## config.mk

```make
export PLATFORM = sky130hd
export DESIGN_NAME = rng_uni_seeder
export DESIGN_NICKNAME = d
export VERILOG_FILES = /design/src/rtl/rng_uni_seeder.sv
export SDC_FILE = /design/constraint.sdc
export NUM_CORES = 1
export LEC_CHECK = 0
export BUFFER_PORTS_ARGS = -buffer_cell sky130_fd_sc_hd__buf_4
export CORE_MARGIN = 1
export CORE_UTILIZATION = 61
export CTS_CLUSTER_SIZE = 30
export DETAILED_ROUTE_END_ITERATION = 10
export GPL_TIMING_DRIVEN = 0
export PLACE_DENSITY = 0.84
export SYNTH_ARGS = -nofsm -noshare
export SYNTH_HDL_FRONTEND = slang
export SYNTH_SLANG_ARGS = --single-unit
```

## constraint.sdc

```tcl
create_clock -name clk -period 3.89 [get_ports clk]
set_clock_uncertainty 0.05 [all_clocks]
set_input_delay 0.778 -clock clk [delete_from_list [all_inputs] [get_ports clk]]
set_output_delay 0.778 -clock clk [all_outputs]
set_load 0.01 [all_outputs]
```

## src/rtl/rng_uni_seeder.sv

```systemverilog
// rng_uni_seeder: seed-load controller for the 32-bit uniform LUT-SR generator.
// Accepts WORDS x 32-bit seed words over valid/ready, shifts each word LSB-first
// into the generator's 1024-bit serial-load chain, runs WARMUP free-run cycles,
// then flags the generator output as usable.
//
// Ports:
//   clk, rst                 clock, synchronous active-high reset
//   seed_start               request reseed (honoured in IDLE or RUN)
//   seed_data/valid/ready    seed word handshake, bit 0 shifted first
//   run_en                   user ce request while in RUN
//   rng_mode/ce/s_in         generator serial-load controls
//   rng_s_out                generator scan output
//   busy                     loading or warming up
//   rng_ok                   generator seeded and warmed up
//   rb_data/rb_valid         previous chain contents, one word per pulse
//                            (only with RNG_UNI_SEEDER_READBACK_EN defined)
//
// Optional feature macro: RNG_UNI_SEEDER_READBACK_EN
module rng_uni_seeder #(
  parameter int unsigned WORDS  = 32,
  parameter int unsigned WARMUP = 64
) (
  input  logic        clk,
  input  logic        rst,
  input  logic        seed_start,
  input  logic [31:0] seed_data,
  input  logic        seed_valid,
  output logic        seed_ready,
  input  logic        run_en,
  output logic        rng_mode,
  output logic        rng_ce,
  output logic        rng_s_in,
  input  logic        rng_s_out,
  output logic        busy,
  output logic        rng_ok
`ifdef RNG_UNI_SEEDER_READBACK_EN
  ,
  output logic [31:0] rb_data,
  output logic        rb_valid
`endif
);

  localparam int unsigned WCW = $clog2(WORDS + 1);

  typedef enum logic [2:0] {
    S_IDLE,
    S_LOAD_WAIT,
    S_SHIFT,
    S_WARMUP,
    S_RUN
  } state_t;

  state_t         state, state_n;
  logic [WCW-1:0] word_cnt, word_n;
  logic [4:0]     bit_cnt, bit_n;
  logic [15:0]    warm_cnt, warm_n;
  logic [31:0]    shreg, shreg_n;
  logic           ce_q;
  logic           ready_n, mode_n, ce_n, s_in_n, busy_n, ok_n;

  // In RUN the generator ce follows the user request directly.
  assign rng_ce = (state == S_RUN) ? run_en : ce_q;

  // Next-state, counters and next registered output values.
  always_comb begin
    state_n = state;
    word_n  = word_cnt;
    bit_n   = bit_cnt;
    warm_n  = warm_cnt;
    shreg_n = shreg;
    s_in_n  = 1'b0;
    unique case (state)
      S_IDLE: begin
        if (seed_start) begin
          state_n = S_LOAD_WAIT;
          word_n  = '0;
        end
      end
      S_LOAD_WAIT: begin
        if (seed_valid && seed_ready) begin
          // Bit 0 goes straight to s_in; shreg keeps the bits still to send.
          state_n = S_SHIFT;
          s_in_n  = seed_data[0];
          shreg_n = {1'b0, seed_data[31:1]};
          bit_n   = '0;
        end
      end
      S_SHIFT: begin
        s_in_n  = shreg[0];
        shreg_n = shreg >> 1;
        bit_n   = bit_cnt + 5'd1;
        if (bit_cnt == 5'd31) begin
          s_in_n = 1'b0;
          word_n = word_cnt + WCW'(1);
          warm_n = '0;
          state_n = (word_cnt + WCW'(1) == WCW'(WORDS)) ? S_WARMUP : S_LOAD_WAIT;
        end
      end
      S_WARMUP: begin
        if (warm_cnt == 16'(WARMUP - 1)) state_n = S_RUN;
        else warm_n = warm_cnt + 16'd1;
      end
      S_RUN: begin
        if (seed_start) begin
          state_n = S_LOAD_WAIT;
          word_n  = '0;
        end
      end
      default: state_n = S_IDLE;
    endcase
    ready_n = (state_n == S_LOAD_WAIT);
    mode_n  = (state_n == S_SHIFT);
    ce_n    = (state_n == S_SHIFT) || (state_n == S_WARMUP);
    busy_n  = (state_n == S_LOAD_WAIT) || (state_n == S_SHIFT) || (state_n == S_WARMUP);
    ok_n    = (state_n == S_RUN);
  end

  // State, counters and registered outputs.
  always_ff @(posedge clk) begin
    if (rst) begin
      state      <= S_IDLE;
      word_cnt   <= '0;
      bit_cnt    <= '0;
      warm_cnt   <= '0;
      shreg      <= '0;
      seed_ready <= 1'b0;
      rng_mode   <= 1'b0;
      ce_q       <= 1'b0;
      rng_s_in   <= 1'b0;
      busy       <= 1'b0;
      rng_ok     <= 1'b0;
    end else begin
      state      <= state_n;
      word_cnt   <= word_n;
      bit_cnt    <= bit_n;
      warm_cnt   <= warm_n;
      shreg      <= shreg_n;
      seed_ready <= ready_n;
      rng_mode   <= mode_n;
      ce_q       <= ce_n;
      rng_s_in   <= s_in_n;
      busy       <= busy_n;
      rng_ok     <= ok_n;
    end
  end

`ifdef RNG_UNI_SEEDER_READBACK_EN
  // Scan-out capture: old chain bits leave on s_out while the new seed enters.
  // Only 31 bits are held; the 32nd arrives on the completing edge.
  logic [30:0] cap;

  always_ff @(posedge clk) begin
    if (rst) begin
      cap      <= '0;
      rb_data  <= '0;
      rb_valid <= 1'b0;
    end else begin
      rb_valid <= 1'b0;
      if (state == S_SHIFT) begin
        cap <= {rng_s_out, cap[30:1]};
        if (bit_cnt == 5'd31) begin
          rb_data  <= {rng_s_out, cap};
          rb_valid <= 1'b1;
        end
      end
    end
  end
`else
  logic unused_s_out;
  assign unused_s_out = rng_s_out;
`endif

endmodule
```

Word-level counts from Yosys, hierarchy flattened

Cells that the tools add are included.
Widths: inputs -> output; s select.

Output and inout port bits: 6
Register bits after elaboration: 68
Bits of input ports: 38
Word-level logic and storage cells: 61

Equality and inequality tests: 15
Add/subtract/negate cells: 3
Multiplexer cells: 20
Reduce and logical (&&, ||, !) cells: 12

Operators with widths:

| operator              | count |
|---|---|
| $pmux 32 s2           | 1 |
| $mux 16               | 2 |
| $mux 32               | 1 |
| $pmux 16 s2           | 1 |
| $add 16x1->16 const B | 1 |
| $eq 16x6->1 const B   | 1 |
| $eq 3x2->1 const B    | 4 |
| $mux 3                | 4 |
| $mux 6                | 2 |
| $pmux 3 s4            | 1 |
| $pmux 6 s2            | 1 |
| $pmux 5 s2            | 1 |
| $add 6x1->6 const B   | 1 |
| $eq 3x1->1 const B    | 2 |
| $eq 3x3->1 const B    | 2 |
| $eq 6x6->1 const B    | 1 |
| $ne 2x2->1 const B    | 3 |
| $reduce_and 3->1      | 2 |
| $reduce_bool 2->1     | 3 |
| $add 5x1->5 const B   | 1 |
| $eq 5x5->1 const B    | 1 |
| $mux 5                | 1 |
| $logic_not 3->1       | 1 |
| $logic_or 1x1->1      | 3 |
| other kinds (7)       | 9 |

Depth between registers and ports, before layout

Gate-level depths: netlist (run 1).

Depth after elaboration: 8
Mapped depth: 9
Depth with buffers taken out: 8

Worst setup path after synthesis (run 1)

OpenSTA, ideal clock, no wires.

Kind: input to register
Start point: in seed_valid
End point: reg shreg[30]
Stages: 5
Setup time: 135 ps
Path buffers: 1
Path slack: 2006 ps
Arrival: 1699 ps
Data required time: 3705 ps
Path through: nand3_1 > nor3_1 > buf_2 > mux2i_1 > nor3_1

Word-level cells in the longest chain between the ends: 3

Ends and longest elaborated chain:

| element                    | RTL line | source |
|---|---|---|
| start, declared            | 27       | `input logic seed_valid,` |
| $logic_and 1x1->1          | 80       | `if (seed_valid && seed_ready) begin` |
| $ne 2x2->1 (no line)       | -        |  |
| $reduce_and 2->1 (no line) | -        |  |
| end signal, assigned       | 137      | `shreg <= shreg_n;` |
| end, declared              | 57       | `logic [31:0] shreg, shreg_n;` |

Every way passes these cells.
A chain may end at the register's enable or synchronous reset.

Worst setup path after layout (run 1)

Start point: reg state[1]
End point: out rng_ce

Word-level cells in the longest chain between the ends: 2

Ends and longest elaborated chain:

| element                | RTL line | source |
|---|---|---|
| start, declared        | 53       | `state_t state, state_n;` |
| start signal, assigned | 133      | `state <= state_n;` |
| $eq 3x3->1             | 62       | `assign rng_ce = (state == S_RUN) ? run_en : ce_q;` |
| $mux 1                 | 62       |  |
| end, declared          | 31       | `output logic rng_ce,` |

Every way passes these cells.

==> results list, run 1 <==
- CP peak stage delay: about 0.30 ns
* Class of the tightest hold or removal check: flop to flop
- In this run, CTS created clock tree buffers numbering 9.
- Fmax: 426 MHz
* GRT Util Overall: 0.273
- The pre-antenna-repair detailed-routing pass consisted of 5 iterations.
- First-pass GRT wire length: approximately 11000 um
- The biggest area contributor in the post-synthesis netlist is sky130_fd_sc_hd__dfxtp_1.
* RR Endpoint: rng_mode
- Yosys printed 0 warnings.
- Of the total synthesized cell area, the portion taken by full adders, half adders and majority gates is 0.0201.
* Worst path required time: 3.06 ns
- OpenSTA, run right after detailed placement, puts the worst setup slack at around 1.5 ns.
- TritonCTS built the clock tree.
- The max-slew violation count came to 0.
- Avg Synthesized Cell Area: 8.24 sq um
- Leaving out fill and tap cells, the most frequent cell in the layout is sky130_fd_sc_hd__nand2_1.
- Asr flop ratio synth: 0
- The fraction of the mapped netlist area in compound gates came to 0.176.
* Violation count after the first detailed-route iteration: between 200 and 250
- In the layout the commonest cells are sky130_fd_sc_hd__nand2_1, sky130_fd_sc_hd__dfxtp_1, sky130_fd_sc_hd__nor2_1, sky130_fd_sc_hd__buf_4, sky130_fd_sc_hd__a311oi_1.
- Residual overflow from global routing: 0
* Main synth FF type: sky130_fd_sc_hd__dfxtp_1
- The cell that appears most often on the critical path is sky130_fd_sc_hd__buf_4.
- Dividing the detail-routed wire length by the instance count gives 14.0 um.
- Final period demand of the worst path: around 2.3 ns
- Final-report setup violation count: 0
- Destination of the critical timing path: rng_ce
* GR met1 Demand/Resource: 0.375
- Vias per inst: approximately 5.7
- Once detail routing completed, the nets flagged for antenna violations numbered 0.
- Instance count of the mapped netlist: about 380
- The tool flagged a number of max-cap violations equal to 0.
* Critical Path Sink Type: primary output
* Family with the most delay on the worst path: buffers and inverters
* Max-slew headroom: 0.557
- Setup repair after global routing left no endpoint under its margin.
- The share of the Yosys chip area taken by registers is 0.432.
- Entering global routing, the biggest net connects 13 pins.
- For this run, design rule violations remaining after detail routing come to 0.
- Summed over all failing endpoints, the final setup total negative slack is 0 ns.
* Total wire length after detailed routing: 7020 um
* Xor-xnor portion of the synthesized cell area: 0.0366
- Static Leakage: 1.44 nW
* Number of antenna violations at the first check in global routing: 0
- Number of hold buffers added after CTS: 0
- Post-synth EDFFs: 0
- Core Region: about 4800 sq um
- Clock-pin slew was measured on the worst setup and hold paths at 0.07 ns.
- Synthesized-area fraction occupied by and/or/nand/nor cells: 0.279
- Traced cell by cell, the critical path runs through buf_4 > nor2_1 > nand2_1 > mux2_2 > buf_4.
* Global-route met3 utilization: 0.0700
* Transition time at the pin with the least slew margin: around 0.66 ns
* Mapped cell area: ~3100 sq um
- Portion of synthesized cell area occupied by the leading cell type: 0.432
* Placement Cell Area: between 3000 and 4000 sq um
* Cell area after layout: approximately 3700 sq um
- Via count of the first global-routing pass: 2508
- Number of antenna repair diodes: 0
- Number of buffers and inverters on the critical path: 2
- Number of vias after detailed routing: about 2900
* PnR Total Power: 1.54 mW
- In this run the worst setup path begins at state[1].
* Maximum level of the CTS H-tree: 3
- For the worst-skew pair, the clock arrives at the later sink with an insertion delay of between 0.3 and 0.4 ns.
- VDD IR max: 250 uV
- Syn_nets: 420
- CTS saw 67 sinks.
- The largest individual stage delay along the critical path comes from the cell sky130_fd_sc_hd__dfxtp_1.
- By area, the combinational part of the netlist is dominated by simple AND/OR/NAND/NOR gates.
* Met2 GRT Util: 0.424
- Grt peak-use layer: met2
- Counting cells, the worst reg-to-reg path comes to 7.
* Share of the clock period used by the worst path after layout: 0.603
- I/O pin count: 44
- In the post-route analysis, the smallest setup slack over all paths is between 1.5 and 2 ns.
- Yosys reg bits: between 60 and 70
- In this run the power density over the cells is just over 400 nW/um^2.
- Layout cells sized above 1: 0.173
- Growth of design area from synthesis to finish: 20.3%
- Once detailed placement completed, the half-perimeter wirelength came to about 4800 um.
* Post-CTS resize count: 0
- No sink is reached through more buffers than the 2 on the longest clock path.
- Final estimated routing congestion in global placement: between 0.7 and 0.8
* Row cnt: 25
- Across all register-to-register paths, the minimum setup slack is 1.68 ns.
- STA classifies the critical path startpoint as a flop.
- Effective utilization at floorplan: 0.645
* Cell types with the largest area share after synthesis: sky130_fd_sc_hd__dfxtp_1, sky130_fd_sc_hd__a311oi_1, sky130_fd_sc_hd__nand2_1, sky130_fd_sc_hd__nor2_1, sky130_fd_sc_hd__xnor2_1
- The die covers between 5000 and 6000 sq um.
- The startpoint identified for the worst register-to-register timing path is warm_cnt[0].
- The run finished with clean final reports.
* Arrival time reported for the critical path endpoint: 1.52 ns
* NumNets Final: between 400 and 500
- In this run the horizontal extent of the chip is approximately 73 um.
* Clk Tree Root Cell: sky130_fd_sc_hd__clkbuf_8
* Die H: approximately 73 um
- Final hold violation count: 0
- Synth unique cells: 48
- In this run the number of cells on the critical path is 5.
* IO Port Bufs: 41
- Mux contribution to synthesized area: 0.0101
- After clock tree synthesis, the setup repair step added 0 buffers.
- The worst setup path is of the flop to primary output kind.
- Of all nets on the critical path, the largest fanout is 10.
## kinds of logic after synthesis
logic type / after synthesis
flops: 67
buf+inv: 31
xor+xnor: 13
fa+ha+maj: 5
simple gates: 183
compound gates: 75
mux: 3
## metal layers
| metal | up-vias | share of wire |
|---|---|---|
| met3 | 8 | 0.045 |
| li1 | 1445 | - |
| met2 | 68 | 0.47 |
| met4 | 0 | 0.012 |
| met5 | - | 0 |
| met1 | 1355 | 0.48 |
## metrics by stage
| stage | hold WS [ns] | std cells | utilization |
|---|---|---|---|
| 2_1_floorplan | 0.402 | 377 | - |
| 3_3_place_gp | 0.411 | 485 | 0.726 |
| 3_5_place_dp | 0.417 | 485 | 0.726 |
| 4_1_cts | 0.427 | 501 | 0.776 |
| 5_1_grt | 0.454 | 501 | 0.776 |
| 6_report | 0.425 | 501 | 0.776 |
## Yosys cell counts (all sizes together) (2+ instances only)
master and n:
and4 2, buf 15, a22oi 2, dfxtp 67
a21oi 21, nor3b 3, clkbuf 12, and3 7
nand2 68, xnor2 12, a2111oi 4, nand3b 3
or3 7, ha 5, nand4 3, nor2b 3
nor3 3, inv 4, o21ai 9, mux2i 2
a311oi 31, nand3 13, nor2 60, nor4 4
## tightest hold or removal path: cells and delay by family, from the launching register on
family	cells	cell delay [ns]
AOI/OAI and AO/OA	1	0.05
DFF	1	0.32
and+or+nand+nor	1	0.06
## state kept, by name (all words and copies together) (netlist names)
signal	flops
state	3
rng_mode	1
rng_ok	1
word_cnt	6
shreg	31
busy	1
seed_ready	1
bit_cnt	5
rng_s_in	1
ce_q	1
warm_cnt	16
## how the worst min path moves through the flow
stage / end / start / depth (start not counted) / slack, ns
finish: bit_cnt[4] / bit_cnt[4] / 2 / 0.42
global route: shreg[21] / shreg[21] / 2 / 0.45
CTS: bit_cnt[4] / bit_cnt[4] / 2 / 0.43
detailed placement: bit_cnt[4] / bit_cnt[4] / 2 / 0.42
global placement: bit_cnt[4] / bit_cnt[4] / 2 / 0.41
floorplan: bit_cnt[4] / bit_cnt[4] / 2 / 0.40
## layout make-up
type                            count  area [sq um]
Buffer                             27           131
Clock buffer                        9           124
Clock inverter                      7           116
Fill cell                         380          1080
Inverter                            4          15.0
Multi-Input combinational cell    279          1620
Sequential cell                    67          1340
Tap cell                           67          83.8
Timing Repair Buffer               41           308
## report_power, final
group          internal (mW)  switching (mW)  leakage (nW)
sequential             0.709          0.0119         0.542
clock                  0.424           0.271         0.119
combinational         0.0582          0.0649         0.782
No activity file was read; power rests on OpenSTA's default activity.
==> run 2: changes to the inputs <==
--- a/config.mk
+++ b/config.mk
@@ -5,13 +5,14 @@
 export SDC_FILE = /design/constraint.sdc
 export NUM_CORES = 1
 export LEC_CHECK = 0
+export ABC_AREA = 1
 export BUFFER_PORTS_ARGS = -buffer_cell sky130_fd_sc_hd__buf_4
 export CORE_MARGIN = 1
-export CORE_UTILIZATION = 61
+export CORE_UTILIZATION = 57
 export CTS_CLUSTER_SIZE = 30
 export DETAILED_ROUTE_END_ITERATION = 10
 export GPL_TIMING_DRIVEN = 0
-export PLACE_DENSITY = 0.84
+export PLACE_DENSITY = 0.79
 export SYNTH_ARGS = -nofsm -noshare
 export SYNTH_HDL_FRONTEND = slang
 export SYNTH_SLANG_ARGS = --single-unit
==> constraint.sdc (replaced) <==
create_clock -name clk -period 2.18 [get_ports clk]
set_clock_uncertainty 0.05 [all_clocks]
set_input_delay 0.436 -clock clk [delete_from_list [all_inputs] [get_ports clk]]
set_output_delay 0.436 -clock clk [all_outputs]
set_load 0.01 [all_outputs]
==> run 2 against run 1 <==
Cell count increased by 17%. Non-clock buffer count shrank 4. Total power increased by 55%. Sequential power is 80% higher. Critical endpoint is now busy. Flip-flop and latch count unchanged. Via count up 12%.
==> results list, run 2 <==
- I/O pin count: 44 (unchanged)
- Transition time at the pin with the least slew margin: 0.602 ns (-0.0581 ns)
- Clk Tree Root Cell: sky130_fd_sc_hd__clkbuf_8
- Commonest non-fill, non-tap cells in the layout: sky130_fd_sc_hd__nand2_1, sky130_fd_sc_hd__dfxtp_1, sky130_fd_sc_hd__nand3_1, sky130_fd_sc_hd__buf_4, sky130_fd_sc_hd__o21ai_0
- Critical Path Sink Type: flop
- Power density over cell area: 624 nW/um^2 (+52%)
- Biggest fanout along the worst timing path: 8 (-2)
- By area the synthesized netlist is led by sky130_fd_sc_hd__dfxtp_1, sky130_fd_sc_hd__nand2_1, sky130_fd_sc_hd__nand3_1, sky130_fd_sc_hd__a31oi_1, sky130_fd_sc_hd__o21ai_0.
- TritonCTS clock tree: yes
* Effective utilization at floorplan: 0.595 (-0.0506)
- Number of vias after detailed routing: 3227 (+12%)
- Leading registers by flop count: shreg x31, warm_cnt x16, word_cnt x6
- Portion of synthesized cell area occupied by the leading cell type: 0.410 (-0.0219)
- Row cnt: 27 (+8.0%)
- Remaining number of nets flagged by the antenna check after routing: 0 (unchanged)
* Routed WL per cell: 12.8 um (-8.9%)
* Violation count after the first detailed-route iteration: 198 (-9.2%)
- Vias per inst: 5.49 (-4.4%)
- The share of post-route cells with drive strength above 1 came to 0.171 (-0.00227).
- Tightest hold margin: 0.286 ns (-0.138 ns)
* TritonCTS sink count: 67 (unchanged)
* Number of max-cap violations: 0 (unchanged)
- Static timing analysis puts the maximum clock frequency at between 500 and 600 MHz.
* Clk pin slew, worst setup/hold paths: 0.07 ns (about the same)
* Number of antenna repair diodes: 0 (unchanged)
- VDD IR max: 531 uV (+110%)
- GRT Util Overall: 0.272 (-0.000759)
- The share of the core filled with cells in the final layout came to 0.694 (-0.0824).
- The post-route non-filler standard cell count is 588 (+17%).
- Uppermost layer routed: met4
- The synthesized area came to 3270 sq um (+5.4%).
* Final-report setup violation count: 0 (unchanged)
- The path class of the tightest hold or removal check is primary input to flop.
- Final hold violation count: 0 (unchanged)
- Final estimated routing congestion in global placement: 0.884 (+15%)
- The total nets after synthesis is 504 (+20%).
* DP Cell Count: 574 (+18%)
- Leading cell type in the layout, fill and taps excluded: sky130_fd_sc_hd__nand2_1
- Growth of design area from synthesis to finish: 16.7%
- Crit start category: flop
- Max FFs per register: 31 (unchanged)
- The post-CTS setup repair buffer count was 0 (unchanged).
- Register area share after synthesis: 0.410 (-0.0219)
- Routed met1 length: 3430 um (+2.6%)
- Of the available clock period, the critical path in the final layout requires 0.868.
- Commonest cells in the synthesized netlist: sky130_fd_sc_hd__nand2_1, sky130_fd_sc_hd__dfxtp_1, sky130_fd_sc_hd__nand3_1
* Instance count of the mapped netlist: 461 (+22%)
- Die outline area: 6050 sq um (+12%)
- Via count of the first global-routing pass: 3009 (+20%)
- The max-slew violation count is 0 (unchanged).
- Core Region: 5510 sq um (+14%)
- Of all cell types, the one taking the most synthesized area is sky130_fd_sc_hd__dfxtp_1.
- Asr flop ratio synth: 0 (unchanged)
* Met2 routed WL: 3530 um (+7.4%)
- Largest register by flop count: shreg
- The deepest clock path buffer count came to 2 (unchanged).
- The clock latency at the later pin of the worst-skew pair was 0.34 ns (about the same).
* Arrival time reported for the critical path endpoint: 2.03 ns (+0.51 ns)
* RSZ-0062 raised after global routing: false
- The residual overflow from global routing was 0 (unchanged).
- Post-CTS resize count: 0 (unchanged)
- Detailed placement HPWL: 5410 um (+12%)
- The number of buffers created by CTS is 9 (unchanged).
* Outcome: finished, final reports clean
* Die H: 77.8 um (+6.0%)
* First-pass GRT wire length: 13100 um (+15%)
- Synth unique cells: 36 (-25%)
- Final TNS setup: 0 ns (unchanged)
* Worst Setup Slack post-DPL: 0.300 ns (-1.19 ns)
- The routed length on met3 came to 388 um (+23%).
* Yosys reg bits: 67 (unchanged)
- The final net count was 556 (+18%).
- The final worst-path setup slack was 0.288 ns (-1.26 ns).
- The worst slew slack as a fraction of its limit was 0.599 (+0.0421).
* Die Wd: 77.8 um (+6.0%)
* Number of remaining DRC errors: 0 (unchanged)
- Among all flip-flop cells after synthesis, the most frequent one is sky130_fd_sc_hd__dfxtp_1.
* Count of TritonRoute iterations in the first routing pass: 4 (-1)
* Crit Path Class: flop to flop
- Maximum level of the CTS H-tree: 3 (unchanged)
- Most used standard cell by instance count after synthesis: sky130_fd_sc_hd__nand2_1
- Final period demand of the worst path: 1.89 ns
- The total wire length after detailed routing was 7510 um (+6.9%).
- The number of enable-type register cells in the synthesized netlist was 0 (unchanged).
* IO Port Bufs: 41 (unchanged)
* Warning count from the yosys run: 0 (unchanged)
* Avg Synthesized Cell Area: 7.10 sq um (-14%)
* Number of hold buffers added after CTS: 0 (unchanged)
- The number of antenna violations at the first check in global routing was 0 (unchanged).
- The required time at the endpoint of the critical path came to 2.32 ns (-0.74 ns).
- The leakage power figure was 1.58 nW (+9.6%).
- Maximum number of pins on one net before global-route repair: 11 (-2)
==> run 2: cell count changes after synthesis, sizes merged, moves of 11 or more <==
| cell | delta |
|---|---|
| a311oi | -31 |
| a31oi | +30 |
| inv | +29 |
| nand2 | +60 |
| nand3 | +33 |
| nor2 | -25 |
| o21ai | +28 |
| xnor2 | -11 |
==> run 2: area by class of cell <==
| class | instances | area (sq um) |
|---|---|---|
| Sequential cell | 67 | 1340 |
| Buffer | 23 | 125 |
| Inverter | 34 | 129 |
| Multi-Input combinational cell | 337 | 1680 |
| Clock inverter | 3 | 17.5 |
| Clock buffer | 11 | 131 |
| Fill cell | 488 | 1690 |
| Tap cell | 72 | 90.1 |
| Timing Repair Buffer | 41 | 308 |
==> run 2: path summary, 6_finish.rpt <==
| kind | cells past startpoint | slack, ns | start | end |
|---|---|---|---|---|
| worst min register to register | 2 | 0.42 | bit_cnt[3] | bit_cnt[3] |
| worst max register to register | 10 | 0.29 | bit_cnt[0] | busy |
| worst max-delay path | 10 | 0.29 | bit_cnt[0] | busy |
| worst min-delay path | 3 | 0.29 | seed_data[0] | rng_s_in |
==> run 2: logic make-up (layout without fill, tap and decap cells) <==
family / Yosys count / after routing / share of synthesized area
AND/OR/NAND/NOR: 227 / 227 / 0.306
adder cells (fa/ha/maj): 5 / 5 / 0.0191
AO/OA/AOI/OAI: 101 / 101 / 0.177
buffers and inverters: 57 / 112 / 0.0776
flip-flops: 67 / 67 / 0.410
XOR/XNOR: 4 / 4 / 0.0107
==> run 2: metrics by stage <==
stage,power [mW],area [sq um]
final,2.39,3820
after detailed placement,1.56,3670
after global placement,1.55,3670
after floorplan,1.46,3270
after CTS,2.39,3820
after global routing,2.48,3820
==> run 2: critical path, stage by stage (launching register included) <==
cell                      delay (ns)
sky130_fd_sc_hd__dfxtp_1        0.34
sky130_fd_sc_hd__ha_1           0.22
sky130_fd_sc_hd__nand2_1        0.09
sky130_fd_sc_hd__nor2_1         0.05
sky130_fd_sc_hd__ha_1           0.18
sky130_fd_sc_hd__inv_1          0.16
sky130_fd_sc_hd__nor2_8         0.08
sky130_fd_sc_hd__a21oi_4        0.23
sky130_fd_sc_hd__nand2_1        0.08
sky130_fd_sc_hd__nor2_1         0.15
sky130_fd_sc_hd__a21oi_1        0.10
==> run 2: layer usage <==
metal / global-route usage / up-vias
met3: 0.0482 / 15
met1: 0.343 / 1469
li1: - / 1651
met5: 0 / -
met4: 0.153 / 0
met2: 0.439 / 92
==> run 2: power by group <==
part | internal [mW] | switching [mW] | leakage [nW] | total [mW]
clock | 0.397 | 0.458 | 0.0750 | 0.854
combinational | 0.104 | 0.130 | 0.964 | 0.234
sequential | 1.27 | 0.0245 | 0.543 | 1.30
total | 1.77 | 0.612 | 1.58 | 2.39
